<file path="src/rtl/hssi_mac_fiu_if_pkg.sv">
// Shared types for the HSSI MAC/FIU interface.
// Holds the transceiver reset sequencer state encoding and output decode.
package hssi_mac_fiu_if_pkg;

    localparam int HSSI_SEQ_CNT_W_DEFAULT = 24;

    typedef enum logic [2:0] {
        SEQ_IDLE,
        SEQ_TX_ANA,
        SEQ_TX_PLL,
        SEQ_TX_DIG,
        SEQ_RX_ANA,
        SEQ_RX_CDR,
        SEQ_RX_DIG,
        SEQ_READY
    } t_hssi_xcvr_seq_state;

    typedef struct packed {
        logic tx_ana;
        logic tx_dig;
        logic rx_ana;
        logic rx_dig;
        logic l2r;
        logic l2d;
        logic tx_rdy;
        logic rx_rdy;
    } t_hssi_seq_ctl;

    // States are ordered by bring-up progress, so each control is a threshold.
    function automatic t_hssi_seq_ctl hssi_seq_decode(
        input t_hssi_xcvr_seq_state s
    );
        t_hssi_seq_ctl c;
        c.tx_ana = (s <= SEQ_TX_ANA);
        c.tx_dig = (s <= SEQ_TX_PLL);
        c.rx_ana = (s <= SEQ_RX_ANA);
        c.rx_dig = (s <= SEQ_RX_CDR);
        c.l2r    = (s <= SEQ_RX_ANA);
        c.l2d    = 1'b0;
        c.tx_rdy = (s >= SEQ_RX_ANA);
        c.rx_rdy = (s == SEQ_READY);
        return c;
    endfunction

endpackage

</file>
<file path="src/rtl/hssi_stable_cnt.sv">
// Qualify/clear saturating counter with a terminal-count flag.
module hssi_stable_cnt
    import hssi_mac_fiu_if_pkg::*;
#(
    parameter int CNT_W = HSSI_SEQ_CNT_W_DEFAULT
) (
    input  logic             clk,
    input  logic             reset_n,
    input  logic             clr_i,
    input  logic             qual_i,
    input  logic [CNT_W-1:0] term_i,
    output logic             tc_o
);

    logic [CNT_W-1:0] cnt_q;
    logic [CNT_W-1:0] cnt_d;

    always_comb begin
        cnt_d = cnt_q;
        if (clr_i || !qual_i) begin
            cnt_d = '0;
        end else if (cnt_q != '1) begin
            cnt_d = cnt_q + 1'b1;
        end
    end

    always_ff @(posedge clk) begin
        if (!reset_n) begin
            cnt_q <= '0;
        end else begin
            cnt_q <= cnt_d;
        end
    end

    assign tc_o = (cnt_q >= term_i);

endmodule

</file>
<file path="src/rtl/hssi_xcvr_reset_seq.sv">
// Per-port transceiver reset and lock sequencer (TX first, then RX).
// Recovers from PLL/CDR lock loss and lock timeout with a retry count.
module hssi_xcvr_reset_seq
    import hssi_mac_fiu_if_pkg::*;
#(
    parameter int NUM_LN           = 4,
    parameter int CNT_W            = HSSI_SEQ_CNT_W_DEFAULT,
    parameter int TX_ANALOG_CYC    = 64,
    parameter int RX_ANALOG_CYC    = 64,
    parameter int PLL_STABLE_CYC   = 256,
    parameter int CDR_STABLE_CYC   = 1024,
    parameter int LOCK_TIMEOUT_CYC = 1000000
) (
    input  logic              clk,
    input  logic              reset_n,
    input  logic              init_start,
    input  logic              tx_cal_busy,
    input  logic              tx_pll_locked,
    input  logic              rx_cal_busy,
    input  logic [NUM_LN-1:0] rx_is_lockedtodata,
    output logic [NUM_LN-1:0] tx_analogreset,
    output logic [NUM_LN-1:0] tx_digitalreset,
    output logic [NUM_LN-1:0] rx_analogreset,
    output logic [NUM_LN-1:0] rx_digitalreset,
    output logic [NUM_LN-1:0] rx_set_locktoref,
    output logic [NUM_LN-1:0] rx_set_locktodata,
    output logic              tx_ready,
    output logic              rx_ready,
    output logic              init_done,
    output logic [7:0]        retry_cnt
);

    localparam longint CNT_LIM = longint'(1) << CNT_W;

    if (longint'(TX_ANALOG_CYC) >= CNT_LIM ||
        longint'(RX_ANALOG_CYC) >= CNT_LIM ||
        longint'(PLL_STABLE_CYC) >= CNT_LIM ||
        longint'(CDR_STABLE_CYC) >= CNT_LIM ||
        longint'(LOCK_TIMEOUT_CYC) >= CNT_LIM) begin : g_bad_param
        $error("hssi_xcvr_reset_seq: cycle parameter exceeds CNT_W");
    end

    localparam logic [CNT_W-1:0] T_TXA = CNT_W'(TX_ANALOG_CYC);
    localparam logic [CNT_W-1:0] T_RXA = CNT_W'(RX_ANALOG_CYC);
    localparam logic [CNT_W-1:0] T_PLL = CNT_W'(PLL_STABLE_CYC);
    localparam logic [CNT_W-1:0] T_CDR = CNT_W'(CDR_STABLE_CYC);
    localparam logic [CNT_W-1:0] T_TO  = CNT_W'(LOCK_TIMEOUT_CYC);

    t_hssi_xcvr_seq_state state_q;
    t_hssi_xcvr_seq_state state_d;
    t_hssi_seq_ctl        ctl_q;
    logic [7:0]           retry_q;
    logic [7:0]           retry_d;
    logic                 retry_inc;

    logic             dly_qual;
    logic [CNT_W-1:0] dly_term;
    logic             dly_tc;
    logic             to_qual;
    logic             to_tc;
    logic             cnt_clr;
    logic             pll_lost;
    logic             cdr_lost;

    assign pll_lost = !tx_pll_locked;
    assign cdr_lost = !(&rx_is_lockedtodata);
    assign cnt_clr  = (state_d != state_q);
    assign to_qual  = (state_q == SEQ_TX_PLL) || (state_q == SEQ_RX_CDR);

    always_comb begin
        dly_qual = 1'b0;
        dly_term = '1;
        unique case (state_q)
            SEQ_TX_ANA: begin
                dly_qual = !tx_cal_busy;
                dly_term = T_TXA;
            end
            SEQ_TX_PLL: begin
                dly_qual = tx_pll_locked;
                dly_term = T_PLL;
            end
            SEQ_RX_ANA: begin
                dly_qual = !rx_cal_busy;
                dly_term = T_RXA;
            end
            SEQ_RX_CDR: begin
                dly_qual = !cdr_lost;
                dly_term = T_CDR;
            end
            default: ;
        endcase
    end

    hssi_stable_cnt #(.CNT_W(CNT_W)) u_dly_cnt (
        .clk     (clk),
        .reset_n (reset_n),
        .clr_i   (cnt_clr),
        .qual_i  (dly_qual),
        .term_i  (dly_term),
        .tc_o    (dly_tc)
    );

    hssi_stable_cnt #(.CNT_W(CNT_W)) u_to_cnt (
        .clk     (clk),
        .reset_n (reset_n),
        .clr_i   (cnt_clr),
        .qual_i  (to_qual),
        .term_i  (T_TO),
        .tc_o    (to_tc)
    );

    always_comb begin
        state_d   = state_q;
        retry_inc = 1'b0;
        if (!init_start) begin
            state_d = SEQ_IDLE;
        end else begin
            unique case (state_q)
                SEQ_IDLE: state_d = SEQ_TX_ANA;
                SEQ_TX_ANA: begin
                    if (dly_tc) state_d = SEQ_TX_PLL;
                end
                SEQ_TX_PLL: begin
                    if (dly_tc) begin
                        state_d = SEQ_TX_DIG;
                    end else if (to_tc) begin
                        state_d   = SEQ_TX_ANA;
                        retry_inc = 1'b1;
                    end
                end
                default: begin
                    // Everything past TX_PLL: PLL loss restarts the whole port.
                    if (pll_lost) begin
                        state_d   = SEQ_TX_ANA;
                        retry_inc = 1'b1;
                    end else begin
                        unique case (state_q)
                            SEQ_TX_DIG: state_d = SEQ_RX_ANA;
                            SEQ_RX_ANA: begin
                                if (dly_tc) state_d = SEQ_RX_CDR;
                            end
                            SEQ_RX_CDR: begin
                                if (dly_tc) begin
                                    state_d = SEQ_RX_DIG;
                                end else if (to_tc) begin
                                    state_d   = SEQ_RX_ANA;
                                    retry_inc = 1'b1;
                                end
                            end
                            default: begin
                                if (cdr_lost) begin
                                    state_d   = SEQ_RX_ANA;
                                    retry_inc = 1'b1;
                                end else begin
                                    state_d = SEQ_READY;
                                end
                            end
                        endcase
                    end
                end
            endcase
        end
    end

    always_comb begin
        retry_d = retry_q;
        if (retry_inc && (retry_q != 8'hFF)) begin
            retry_d = retry_q + 8'd1;
        end
    end

    // Controls are decoded from the next state so they move with the state.
    always_ff @(posedge clk) begin
        if (!reset_n) begin
            state_q <= SEQ_IDLE;
            ctl_q   <= hssi_seq_decode(SEQ_IDLE);
            retry_q <= '0;
        end else begin
            state_q <= state_d;
            ctl_q   <= hssi_seq_decode(state_d);
            retry_q <= retry_d;
        end
    end

    assign tx_analogreset    = {NUM_LN{ctl_q.tx_ana}};
    assign tx_digitalreset   = {NUM_LN{ctl_q.tx_dig}};
    assign rx_analogreset    = {NUM_LN{ctl_q.rx_ana}};
    assign rx_digitalreset   = {NUM_LN{ctl_q.rx_dig}};
    assign rx_set_locktoref  = {NUM_LN{ctl_q.l2r}};
    assign rx_set_locktodata = {NUM_LN{ctl_q.l2d}};
    assign tx_ready          = ctl_q.tx_rdy;
    assign rx_ready          = ctl_q.rx_rdy;
    assign init_done         = ctl_q.rx_rdy;
    assign retry_cnt         = retry_q;

endmodule

</file>
<file path="config.mk">
export PLATFORM = sky130hd
export DESIGN_NAME = hssi_xcvr_reset_seq
export DESIGN_NICKNAME = d
export VERILOG_FILES = /design/src/rtl/hssi_mac_fiu_if_pkg.sv /design/src/rtl/hssi_stable_cnt.sv /design/src/rtl/hssi_xcvr_reset_seq.sv
export SDC_FILE = /design/constraint.sdc
export NUM_CORES = 1
export LEC_CHECK = 0
export CAP_MARGIN = 15
export CORE_ASPECT_RATIO = 1.25
export CORE_MARGIN = 3
export CORE_UTILIZATION = 54
export CTS_BUF_LIST = sky130_fd_sc_hd__clkbuf_8
export CTS_CLUSTER_SIZE = 40
export DETAILED_ROUTE_END_ITERATION = 16
export GPL_TIMING_DRIVEN = 0
export PLACE_DENSITY = 0.79
export SLEW_MARGIN = 0
export SYNTH_ARGS = -nofsm -noshare
export SYNTH_HDL_FRONTEND = slang
export SYNTH_HIERARCHICAL = 1
export SYNTH_SLANG_ARGS = --single-unit
</file>
<file path="constraint.sdc">
create_clock -name clk -period 4.9 [get_ports clk]
set_clock_uncertainty 0.2 [all_clocks]
set_input_delay 0.735 -clock clk [delete_from_list [all_inputs] [get_ports clk]]
set_output_delay 0.735 -clock clk [all_outputs]
set_load 0.01 [all_outputs]
</file>
# Word-level counts from Yosys, hierarchy flattened
# Index checks and enable logic that the tools add are counted.
# op_classes
addsub,3
n_mul,0
n_div,0
order_cmp,7
eq_ne,10
shift,0
mux,20
n_bitwise,1
reduce_logical,15
# op_table
operator,count
$pmux 24 s3,1
$add 24x1->24 const B,2
$ne 24x24->1 const B,2
$ge 24x20->1 const B,1
$ge 24x24->1,1
$mux 3,8
$pmux 3 s3,2
$reduce_or 2->1,5
$eq 3x3->1 const B,3
$add 8x1->8 const B,1
$ne 8x8->1 const B,1
$eq 3x2->1 const B,2
$le 3x3->1 const B,2
$mux 1,5
$logic_not 1->1,4
$pmux 1 s2,2
$pmux 1 s4,1
$reduce_and 4->1,1
$eq 3x1->1 const B,1
$ge 3x3->1 const B,1
$le 3x1->1 const B,1
$le 3x2->1 const B,1
$logic_not 3->1,1
$logic_or 1x1->1,3
other kinds (4),4
# word_totals
register_bits,66
latch_bits,0
ramBits,0
mem_bits_ro,0
input_bits,10
output_inout_bits,35
word_cells,67
n_memories,0

# Longest topological paths before layout
# Gate-level depths: netlist of the first run.
# logic_depth
word_depth,12
depth_mapped,18
ltp_nobuf,16

# Modules after synthesis
# Netlist of the first run, hierarchy kept.
# modules_own_cells
mod,instances,cells_per_inst,area_per_inst_um2,seq_area_each_um2
hssi_stable_cnt (u_to_cnt),1,225,1811.7,480.5
hssi_stable_cnt (u_dly_cnt),1,216,1749.2,480.5
hssi_xcvr_reset_seq,1,134,1173.6,340.3

# Worst setup path before layout of the first run
# No wires, ideal clock.
# synth_path
kind,reg2reg
from,register state_q[2]
to,register u_to_cnt.cnt_q[21]
arrival_ns,4.434
slack_ns,0.195
stages_incl_launch_ff,18
n_path_buf,2
period_less_slack_ns,4.705
cell_sequence,dfxtp_1 -> buf_6 -> nor2_1 -> xor2_1 -> inv_1 -> ha_1 -> a211oi_1 -> a2111oi_0 -> o21ai_0 -> nand4_1 -> or3b_1 -> a211o_1 -> a221oi_4 -> xnor2_1 -> o211ai_2 -> nand3b_1 -> clkbuf_1 -> a21oi_1
# synth_via
elab_chain_cells,12
# synth_rtl
item,line,source
from (decl),hssi_xcvr_reset_seq.sv:49,t_hssi_xcvr_seq_state state_q;
from (signal assigned),hssi_xcvr_reset_seq.sv:179,state_q <= state_d;
$eq 3x3->1 / $eq 3x1->1 (equally long branches),hssi_xcvr_reset_seq.sv:73,unique case (state_q)
$reduce_or 2->1 (no source line),n/a,
$pmux 24 s3 *,hssi_xcvr_reset_seq.sv:73,
net dly_term[0],hssi_xcvr_reset_seq.sv:57,logic [CNT_W-1:0] dly_term;
$ge 24x24->1 *,hssi_stable_cnt.sv:35,assign tc_o = (cnt_q >= term_i);
net dly_tc,hssi_xcvr_reset_seq.sv:58,logic dly_tc;
"$mux 3, on equally long branches","hssi_xcvr_reset_seq.sv:143, hssi_xcvr_reset_seq.sv:140",
$pmux 3 s3,hssi_xcvr_reset_seq.sv:137,unique case (state_q)
$mux 3,hssi_xcvr_reset_seq.sv:133,if (pll_lost) begin
$pmux 3 s3 *,hssi_xcvr_reset_seq.sv:118,unique case (state_q)
$mux 3 *,hssi_xcvr_reset_seq.sv:115,if (!init_start) begin
$ne 3x3->1 *,hssi_xcvr_reset_seq.sv:67,assign cnt_clr = (state_d != state_q);
net cnt_clr,hssi_xcvr_reset_seq.sv:61,logic cnt_clr;
$logic_or 1x1->1 *,hssi_stable_cnt.sv:20,if (clr_i || !qual_i) begin
$reduce_or 2->1 (no source line) *,n/a,
to (signal assigned),hssi_stable_cnt.sv:31,cnt_q <= cnt_d;
to (decl),hssi_stable_cnt.sv:15,logic [CNT_W-1:0] cnt_q;
# The timed path passes the listed nets; every way through them passes the cells marked *.
# A chain may end at the register's enable or synchronous reset.

# Worst setup path after layout of the first run
# layout_path
from,register state_q[1]
to,register u_to_cnt.cnt_q[19]
# The elaborated chain is that of the path after synthesis.

==> qor.txt, run 1 <==
startpoint types: register
clk sinks: 65
Port Buf Inserts: 39
Top-Level Pins: 45
status: completed
Slew headroom: 38.3%
GRT overflow: 0
Post-route DRC: 0
met3 routed WL: 372 µm
Max stage delay on crit path: 470 ps
crit path DAT: 4690 ps
Post-synth EDFFs: 0
Detail Placement HPWL: 8020 µm
CP delay by family, top: compound AO/OA/AOI/OAI gates
H-tree levels: 3
final setup TNS: 0 ps
Syn Inst Count: 575
Synth area leaders: dfxtp_1 27%, ha_1 13%, inv_1 4.8%, nor2_1 4.1%, xnor2_1 4.1%
worst slack at placement: -631 ps
Synth Flop Type: dfxtp_1
row count: 37
count of buffer and inverter cells on the critical path: 5
distinct cell type count after synthesis: 72
Diodes inserted: 0
multi-input logic area: 3060 µm²
fmax: 0.217 GHz
total number of vias: 4,247
Min-Delay Path Class: register to register
final setup vio count: 0
max cap viols: 0
crit path time final: 4610 ps
Final Hold Fails: 0
hold_buf cts: 0
Pre-Repair DR Iteration Count: 5
first-pass GRT wire length: 17,900 µm
area of the die: 9930 µm²
WL final: 10,600 µm
CP Data Required Time: 4980 ps
PwrDens: 192 nW/µm²
Num CTS Buffers: 9
commonest cells after routing, fill and taps aside: 65 x dfxtp_1, 60 x inv_1, 51 x nor2_1, 51 x ha_1, 39 x clkdlybuf4s50_1
Via-to-Cell Ratio: 5.44
antenna violations before repair: 0
cells along the critical path: clkbuf_8 -> xor2_2 -> buf_4 -> inv_1 -> ha_1 -> a211oi_1 -> a2111oi_1 -> o21ai_0 -> nand4_1 -> or3b_1 -> a211o_1 -> a221oi_4 -> xnor2_1 -> o211ai_2 -> nand3b_1 -> buf_4 -> clkbuf_2 -> nor2_1
fin area: 5660 µm²
initial core utilization: 56.5%
setup ws final: 294 ps
Yosys reg bits: 65
DR WL met2: 5520 µm
CP Capture Type: register
vias in the first global route: 4,111
WL/cell: 13.6 µm
largest net degree at the start of global routing: 14
reg2reg path depth: 18
simple-gate share of the synthesized area: 23.9%
slowest CP cell: dfxtp_1
fin nets: 719
clk_lat worst skew: 350 ps
CP most frequent cell: buf_4
Die Width: 89.8 µm
largest family of logic cells by synthesized area: simple AND/OR/NAND/NOR gates
Post-Syn Area per Cell: 8.23 µm²
total leakage power: 2.37 nW
compound-cell area share of the yosys netlist: 16.6%
crit path kind: register to register
Hold Crit Depth: 2
cell taking the most area after synthesis: dfxtp_1
share of post-route cells with drive strength above 1: 13.0%
RSZ-0062 raised after global routing: false
critical path depth: 18
Top Layer Used: met4
fraction of post-synthesis cell area in the top cell type by area: 27.5%
Fillers: 722
register area share after synthesis: 27.5%
mux share of post-synthesis cell area: 0.634%
area grow syn2layout: 19.5%
routed metal-1 wirelength: 4530 µm
Worst VDD drop: 157 µV
CTS tree: built
Syn. warnings: 6
GRT Overall Usage: 21.4%
Worst-Margin Slew: 917 ps
Register Area: 1300 µm²
Post-DRT Antenna Nets: 0
Syn Std Cell Area: 4730 µm²
Clock transition at path regs: 80 ps
Die H: 111 µm
gpl congestion: 0.844
Synth Area in Adders: 13.5%
detailed router's first-iteration violation count: 181
CTS Buffer Depth: 2
Final Cycle Share: 94.0%
commonest non-fill, non-tap cell in the layout: dfxtp_1
CP max FO: 13
Synth Area in XOR/XNOR: 7.40%
max-slew violations: 0
fraction of registers with async set/reset: 0%
Core ar.: 8380 µm²
CTS Root Cell: clkbuf_8
placed cell areas: 5380 µm²
## cell type report
cell class | count | area share [%]
Timing Repair Buffer | 46 | 7.83
Multi-Input combinational cell | 439 | 54.1
Clock buffer | 11 | 2.68
Buffer | 37 | 4.73
Clock inverter | 5 | 1.11
Tap cell | 117 | 2.59
Sequential cell | 65 | 23.0
Inverter | 60 | 3.98
## flip-flops by register name, summed over array words and instances (netlist names)
register	cells
rx_digitalreset	1
rx_set_locktoref	1
tx_digitalreset	1
tx_ready	1
tx_analogreset	1
state_q	3
init_done	1
u_to_cnt/cnt_q	24
u_dly_cnt/cnt_q	24
retry_cnt	8
## power breakdown
| part | internal (mW) | switching, mW | leakage [nW] |
|---|---|---|---|
| clock | 0.265 | 0.225 | 0.102 |
| sequential | 0.528 | 0.000412 | 0.524 |
| combinational | 0.0303 | 0.0379 | 1.75 |
| total | 0.824 | 0.264 | 2.37 |
## cell families after synthesis
family | count (synthesis)
adders and majority gates | 51
muxes | 3
xor gates and xnor gates | 40
DFF | 65
and+or+nand+nor | 203
other | 2
AOI/OAI and AO/OA | 114
buffers and inverters | 97
## cell usage after synthesis (all sizes together) (3+ instances only)
master	instances
dfxtp	65
buf	28
nand3	26
o211ai	6
nand2	32
a21oi	37
nor3b	3
nand4	24
and4	4
a211oi	7
clkbuf	8
and3	9
a21boi	5
xor2	18
nand3b	4
o2111ai	6
o31ai	5
ha	51
nor4	8
mux2i	3
and2	6
nor3	9
inv	60
or4	5
a21o	4
nor2	52
xnor2	22
nand2b	3
o21ai	20
nor2b	7
a2111oi	4
## timing repair
item / 4_1_cts / 5_1_grt
gates resized for setup: 4 / 6
setup endpoints to repair: 48 / 45
pin swaps: 2 / 1
setup buffers: 2 / 4
## worst min-delay path: stages (launching register included)
cell and delay (ps):
dfxtp_1 340, o31ai_1 80, a21oi_1 60
## path summary, 6_finish.rpt
path | start | end | slack (ps)
hold reg to reg | u_to_cnt/cnt_q[23] | u_to_cnt/cnt_q[23] | 310
setup reg to reg | state_q[1] | u_to_cnt/cnt_q[19] | 290
hold / removal | u_to_cnt/cnt_q[23] | u_to_cnt/cnt_q[23] | 310
setup / recovery | state_q[1] | u_to_cnt/cnt_q[19] | 290
## per-stage QoR
| step | hold slack [ps] | power [mW] | instances | utilization [%] |
|---|---|---|---|---|
| after global placement | 282 | 0.602 | 757 | 64.1 |
| after floorplan | 269 | 0.587 | 601 | - |
| after global routing | 326 | 1.13 | 780 | 67.5 |
| after CTS | 317 | 1.10 | 776 | 67.0 |
| after detailed placement | 306 | 0.605 | 758 | 64.2 |
| final | 315 | 1.09 | 780 | 67.5 |
## routing by layer
| metal | GRT usage, % | up-vias |
|---|---|---|
| li1 | - | 2167 |
| met1 | 23.6 | 1972 |
| met5 | 0 | - |
| met4 | 8.18 | 0 |
| met2 | 40.4 | 93 |
| met3 | 3.94 | 15 |
No activity file was read; power rests on OpenSTA's default activity.
==> inputs of run 2 (changes only) <==
Settings changed: CELL_PAD_IN_SITES_DETAIL_PLACEMENT from default to 1, CELL_PAD_IN_SITES_GLOBAL_PLACEMENT from default to 1, CORE_UTILIZATION 54 to 41, PLACE_DENSITY 0.79 to default, PLACE_DENSITY_LB_ADDON from default to 0.1.
==> run 2 against run 1 <==
- core utilization shrank 17 points
- largest cell class unchanged
- sequential power barely moved
- critical path type unchanged
- non-clock buffer count up 2
==> qor.txt, run 2 (synthesized netlist as in run 1, its figures left out) <==
commonest non-fill, non-tap cell in the layout: dfxtp_1
Die Width: 102 µm
CTS Buffer Depth: 2
CTS tree: built
area of the die: 12,900 µm²
reg2reg path depth: 18
startpoint types: register
Top-Level Pins: 45
row count: 43
H-tree levels: 3
WL/cell: 15.1 µm
Fillers: 1,376
WHS Endpoint: u_to_cnt/cnt_q[23]
Max stage delay on crit path: 430 ps
Post-route DRC: 0
hold_sp: u_to_cnt/cnt_q[23]
GRT overflow: 0
Port Buf Inserts: 39
CTS Root Cell: clkbuf_8
largest net degree at the start of global routing: 14
multi-input logic area: 3070 µm²
initial core utilization: 42.3%
GRT Overall Usage: 19.5%
max-slew violations: 0
reg-to-reg endpoint: u_dly_cnt/cnt_q[8]
Final Cycle Share: 93.3%
placed cell areas: 5400 µm²
vias in the first global route: 4,430
crit path DAT: 4650 ps
gpl congestion: 0.793
crit path kind: register to register
Clock transition at path regs: 70 ps
slowest CP cell: a2111oi_2
total number of vias: 4,291
Worst-Margin Slew: 956 ps
fin area: 5690 µm²
Diodes inserted: 0
hold_buf cts: 0
total leakage power: 2.39 nW
final setup TNS: 0 ps
commonest cells after routing, fill and taps aside: 65 x dfxtp_1, 61 x inv_1, 51 x nor2_1, 51 x ha_1, 39 x clkdlybuf4s50_1
Hold Crit Depth: 2
CP max FO: 13
Register Area: 1300 µm²
RSZ-0062 raised after global routing: false
Final Hold Fails: 0
first-pass GRT wire length: 20,500 µm
Num CTS Buffers: 9
clk sinks: 65
CP Data Required Time: 4980 ps
Detail Placement HPWL: 9380 µm
detailed router's first-iteration violation count: 102
Die H: 126 µm
share of post-route cells with drive strength above 1: 13.3%
Worst VDD drop: 132 µV
CP most frequent cell: buf_6
Slew headroom: 35.7%
Post-DRT Antenna Nets: 0
R2R Path Start: state_q[2]
Min-Delay Path Class: register to register
CP Capture Type: register
clk_lat worst skew: 350 ps
fin nets: 721
r2r setup slk: 330 ps
final setup vio count: 0
max cap viols: 0
area grow syn2layout: 20.2%
Core ar.: 11,200 µm²
fmax: 0.219 GHz
Pre-Repair DR Iteration Count: 4
cells along the critical path: buf_6 -> nor2_4 -> xor2_2 -> buf_6 -> inv_1 -> ha_1 -> a211oi_2 -> a2111oi_2 -> o21ai_0 -> nand4_1 -> or2b_2 -> a211o_1 -> a221oi_4 -> xnor2_1 -> o211ai_2 -> nand3b_1 -> clkbuf_2 -> nor2_1
WL final: 12,100 µm
antenna violations before repair: 0
Via-to-Cell Ratio: 5.37
status: completed
crit path time final: 4570 ps
PwrDens: 188 nW/µm²
==> run 2: worst max path at each step <==
stage	start	to	slack [ps]	depth (start not counted)
floorplan	state_q[2]	u_to_cnt/cnt_q[21]	200	17
global placement	state_q[2]	u_to_cnt/cnt_q[18]	-1290	17
detailed placement	state_q[2]	u_to_cnt/cnt_q[23]	-880	18
CTS	state_q[2]	u_dly_cnt/cnt_q[8]	70	18
global route	state_q[2]	u_to_cnt/cnt_q[10]	6	18
finish	state_q[2]	u_dly_cnt/cnt_q[8]	330	18
==> run 2: layout make-up <==
class	count	area share (%)
Buffer	37	4.75
Clock buffer	11	2.66
Clock inverter	4	0.769
Inverter	60	3.96
Multi-Input combinational cell	439	53.9
Sequential cell	65	22.9
Tap cell	135	2.97
Timing Repair Buffer	48	8.11
==> run 2: timing repair <==
item,CTS,global route
setup buffers,4,4
pin swaps,2,3
resized for setup,6,10
endpoints found under the setup margin,48,47
==> run 2: stage by stage <==
| stage | power [mW] | setup slack (ps) | util (%) | hold slack [ps] | std cells |
|---|---|---|---|---|---|
| global placement | 0.603 | -1290 | 48.2 | 280 | 775 |
| CTS | 1.08 | 74.5 | 50.5 | 320 | 795 |
| floorplan | 0.587 | 195 | - | 269 | 601 |
| finish | 1.07 | 326 | 50.9 | 321 | 799 |
| detailed placement | 0.607 | -883 | 48.3 | 307 | 776 |
| global route | 1.12 | 6.08 | 50.9 | 354 | 799 |
==> run 2: per-layer routing <==
layer  wire (µm)  track usage, %  vias to the layer above
met5           0               0                        -
met4         175            5.48                        0
met3         272            2.94                       15
met2        6630            37.5                       52
met1        4970            21.4                     2056
li1            -               -                     2168
==> run 2: where the power goes <==
group / internal, mW / total [mW] / switching [mW]
sequential: 0.528 / 0.529 / 0.000516
clock: 0.257 / 0.470 / 0.214
combinational: 0.0314 / 0.0702 / 0.0388
total: 0.817 / 1.07 / 0.253
==> run 2: critical path, delay by kind of cell, from the launching register on <==
family / cells / cell delay (ps)
compound gates: 6 / 1440
simple gates: 5 / 1120
buf+inv: 4 / 690
flops: 1 / 370
xor+xnor: 2 / 360
fa+ha+maj: 1 / 310
==> inputs of run 3 (changes only) <==
Settings changed: CORE_UTILIZATION 41 to 49.
Clock period 4.9 ns to 5.9 ns, I/O delays scaled along.
==> run 3 against run 2 <==
- critical path depth is 1 higher
- global-route usage increased by 4.9 points
- power is 17% lower
- clock power shrank 18%
- critical endpoint is now u_dly_cnt/cnt_q[2]
- largest cell class unchanged
==> qor.txt, run 3 (synthesized netlist as in run 1, its figures left out) <==
Post-route DRC: 0
CP delay by family, top: simple AND/OR/NAND/NOR gates
area of the die: 10,900 µm²
clk sinks: 65
first-pass GRT wire length: 21,200 µm
Worst VDD drop: 109 µV
max-slew violations: 0
power share of the combinational group: 6.8%
count of buffer and inverter cells on the critical path: 5
GRT overflow: 0
largest net degree at the start of global routing: 14
gpl congestion: 0.806
Post-DRT Antenna Nets: 0
crit path kind: register to register
Port Buf Inserts: 39
crit path time final: 5460 ps
total number of vias: 4,423
Core ar.: 9270 µm²
status: completed
Num CTS Buffers: 9
Diodes inserted: 0
CTS Root Cell: clkbuf_8
startpoint types: register
fmax: 0.183 GHz
CTS tree: built
H-tree levels: 3
PwrDens: 157 nW/µm²
Final Cycle Share: 92.5%
RSZ-0062 raised after global routing: false
Slew headroom: 26.6%
share of post-route cells with drive strength above 1: 11.7%
cells along the critical path: buf_6 -> nor2_1 -> xor2_2 -> buf_4 -> buf_4 -> inv_1 -> ha_1 -> a211oi_1 -> a2111oi_2 -> o21ai_0 -> nand4_1 -> or3b_1 -> a211o_1 -> a221oi_4 -> xnor2_1 -> o211ai_2 -> nand3b_1 -> clkbuf_1 -> nor2_1
antenna violations before repair: 0
Hold Slack: 315 ps
fin area: 5620 µm²
Power, Total: 883 µW
commonest non-fill, non-tap cell in the layout: dfxtp_1
fin nets: 716
CTS Buffer Depth: 2
CP Data Required Time: 5970 ps
final setup TNS: 0 ps
internal power: 678 µW
commonest cells after routing, fill and taps aside: 65 x dfxtp_1, 61 x inv_1, 52 x nor2_1
final setup vio count: 0
Pre-Repair DR Iteration Count: 4
Clock transition at path regs: 70 ps
clk_lat worst skew: 340 ps
crit path DAT: 5530 ps
Clk pwr share: 43.5%
CP max FO: 13
M2 GR Usage: 46.8%
max cap viols: 0
vias in the first global route: 4,537
Final Core Density: 60.6%
detailed router's first-iteration violation count: 144
total leakage power: 2.35 nW
Die Width: 93.9 µm
Die H: 116 µm
placed cell areas: 5380 µm²
Switching Share: 23.3%
area grow syn2layout: 18.6%
Detail Placement HPWL: 9800 µm
row count: 39
Via-to-Cell Ratio: 5.66
M3 GR Usage: 3.83%
Top-Level Pins: 45
Worst-Margin Slew: 1090 ps
initial core utilization: 51.1%
GRT Overall Usage: 24.4%
WL/cell: 16.6 µm
Net Sw Power: 206 µW
Max stage delay on crit path: 460 ps
slowest CP cell: or3b_1
CP Capture Type: register
Min-Delay Path Class: register to register
GRT met1 Usage: 25.9%
Top Usage Layer GRT: met2
Seq pwr share: 49.7%
WL final: 13,000 µm
Final Hold Fails: 0
run 3: path summary, 6_finish.rpt:
check / start / endpoint / cells after the start / slack (ps)
worst min register to register: retry_cnt[6] / retry_cnt[6] / 2 / 310
worst max-delay path: state_q[2] / u_dly_cnt/cnt_q[2] / 19 / 440
worst max register to register: state_q[2] / u_dly_cnt/cnt_q[2] / 19 / 440
worst min-delay path: retry_cnt[6] / retry_cnt[6] / 2 / 310
run 3: layer usage:
layer / routed length, µm / up-vias
li1: - / 2152
met1: 5240 / 2165
met2: 7040 / 75
met3: 312 / 31
met4: 371 / 0
met5: 0 / -
run 3: stage by stage:
step	std cells	setup WS, ps
2_1_floorplan	601	1200
3_3_place_gp	763	-247
3_5_place_dp	764	-42.4
4_1_cts	779	98.4
5_1_grt	782	88.2
6_report	782	443
run 3: what timing repair did:
item                       in CTS  in global routing
pin swaps                       0                  1
gates resized for setup         1                  2
setup buffers                   0                  3
hold buffers                    0                  0
setup endpoints to repair      39                 44
run 3: layout make-up:
| cell class | instances | area (µm²) |
|---|---|---|
| Buffer | 37 | 263 |
| Clock inverter | 4 | 43.8 |
| Timing Repair Buffer | 43 | 420 |
| Multi-Input combinational cell | 439 | 3060 |
| Inverter | 60 | 225 |
| Tap cell | 123 | 154 |
| Sequential cell | 65 | 1300 |
| Clock buffer | 11 | 151 |
| Fill cell | 1156 | 3660 |
run 3: tightest hold or removal path, delay by kind of cell, from the launching register on:
kind	cells	cell delay, ps
DFF	1	330
AOI/OAI and AO/OA	2	130
run 3: power by group through the flow:
stage	clock, mW	sequential (mW)	combinational (mW)
6_report	0.384	0.439	0.0598
5_1_grt	0.415	0.439	0.0676
4_1_cts	0.396	0.439	0.0563
3_3_place_gp	0	0.449	0.0510
2_1_floorplan	0	0.449	0.0381
3_5_place_dp	0	0.449	0.0550
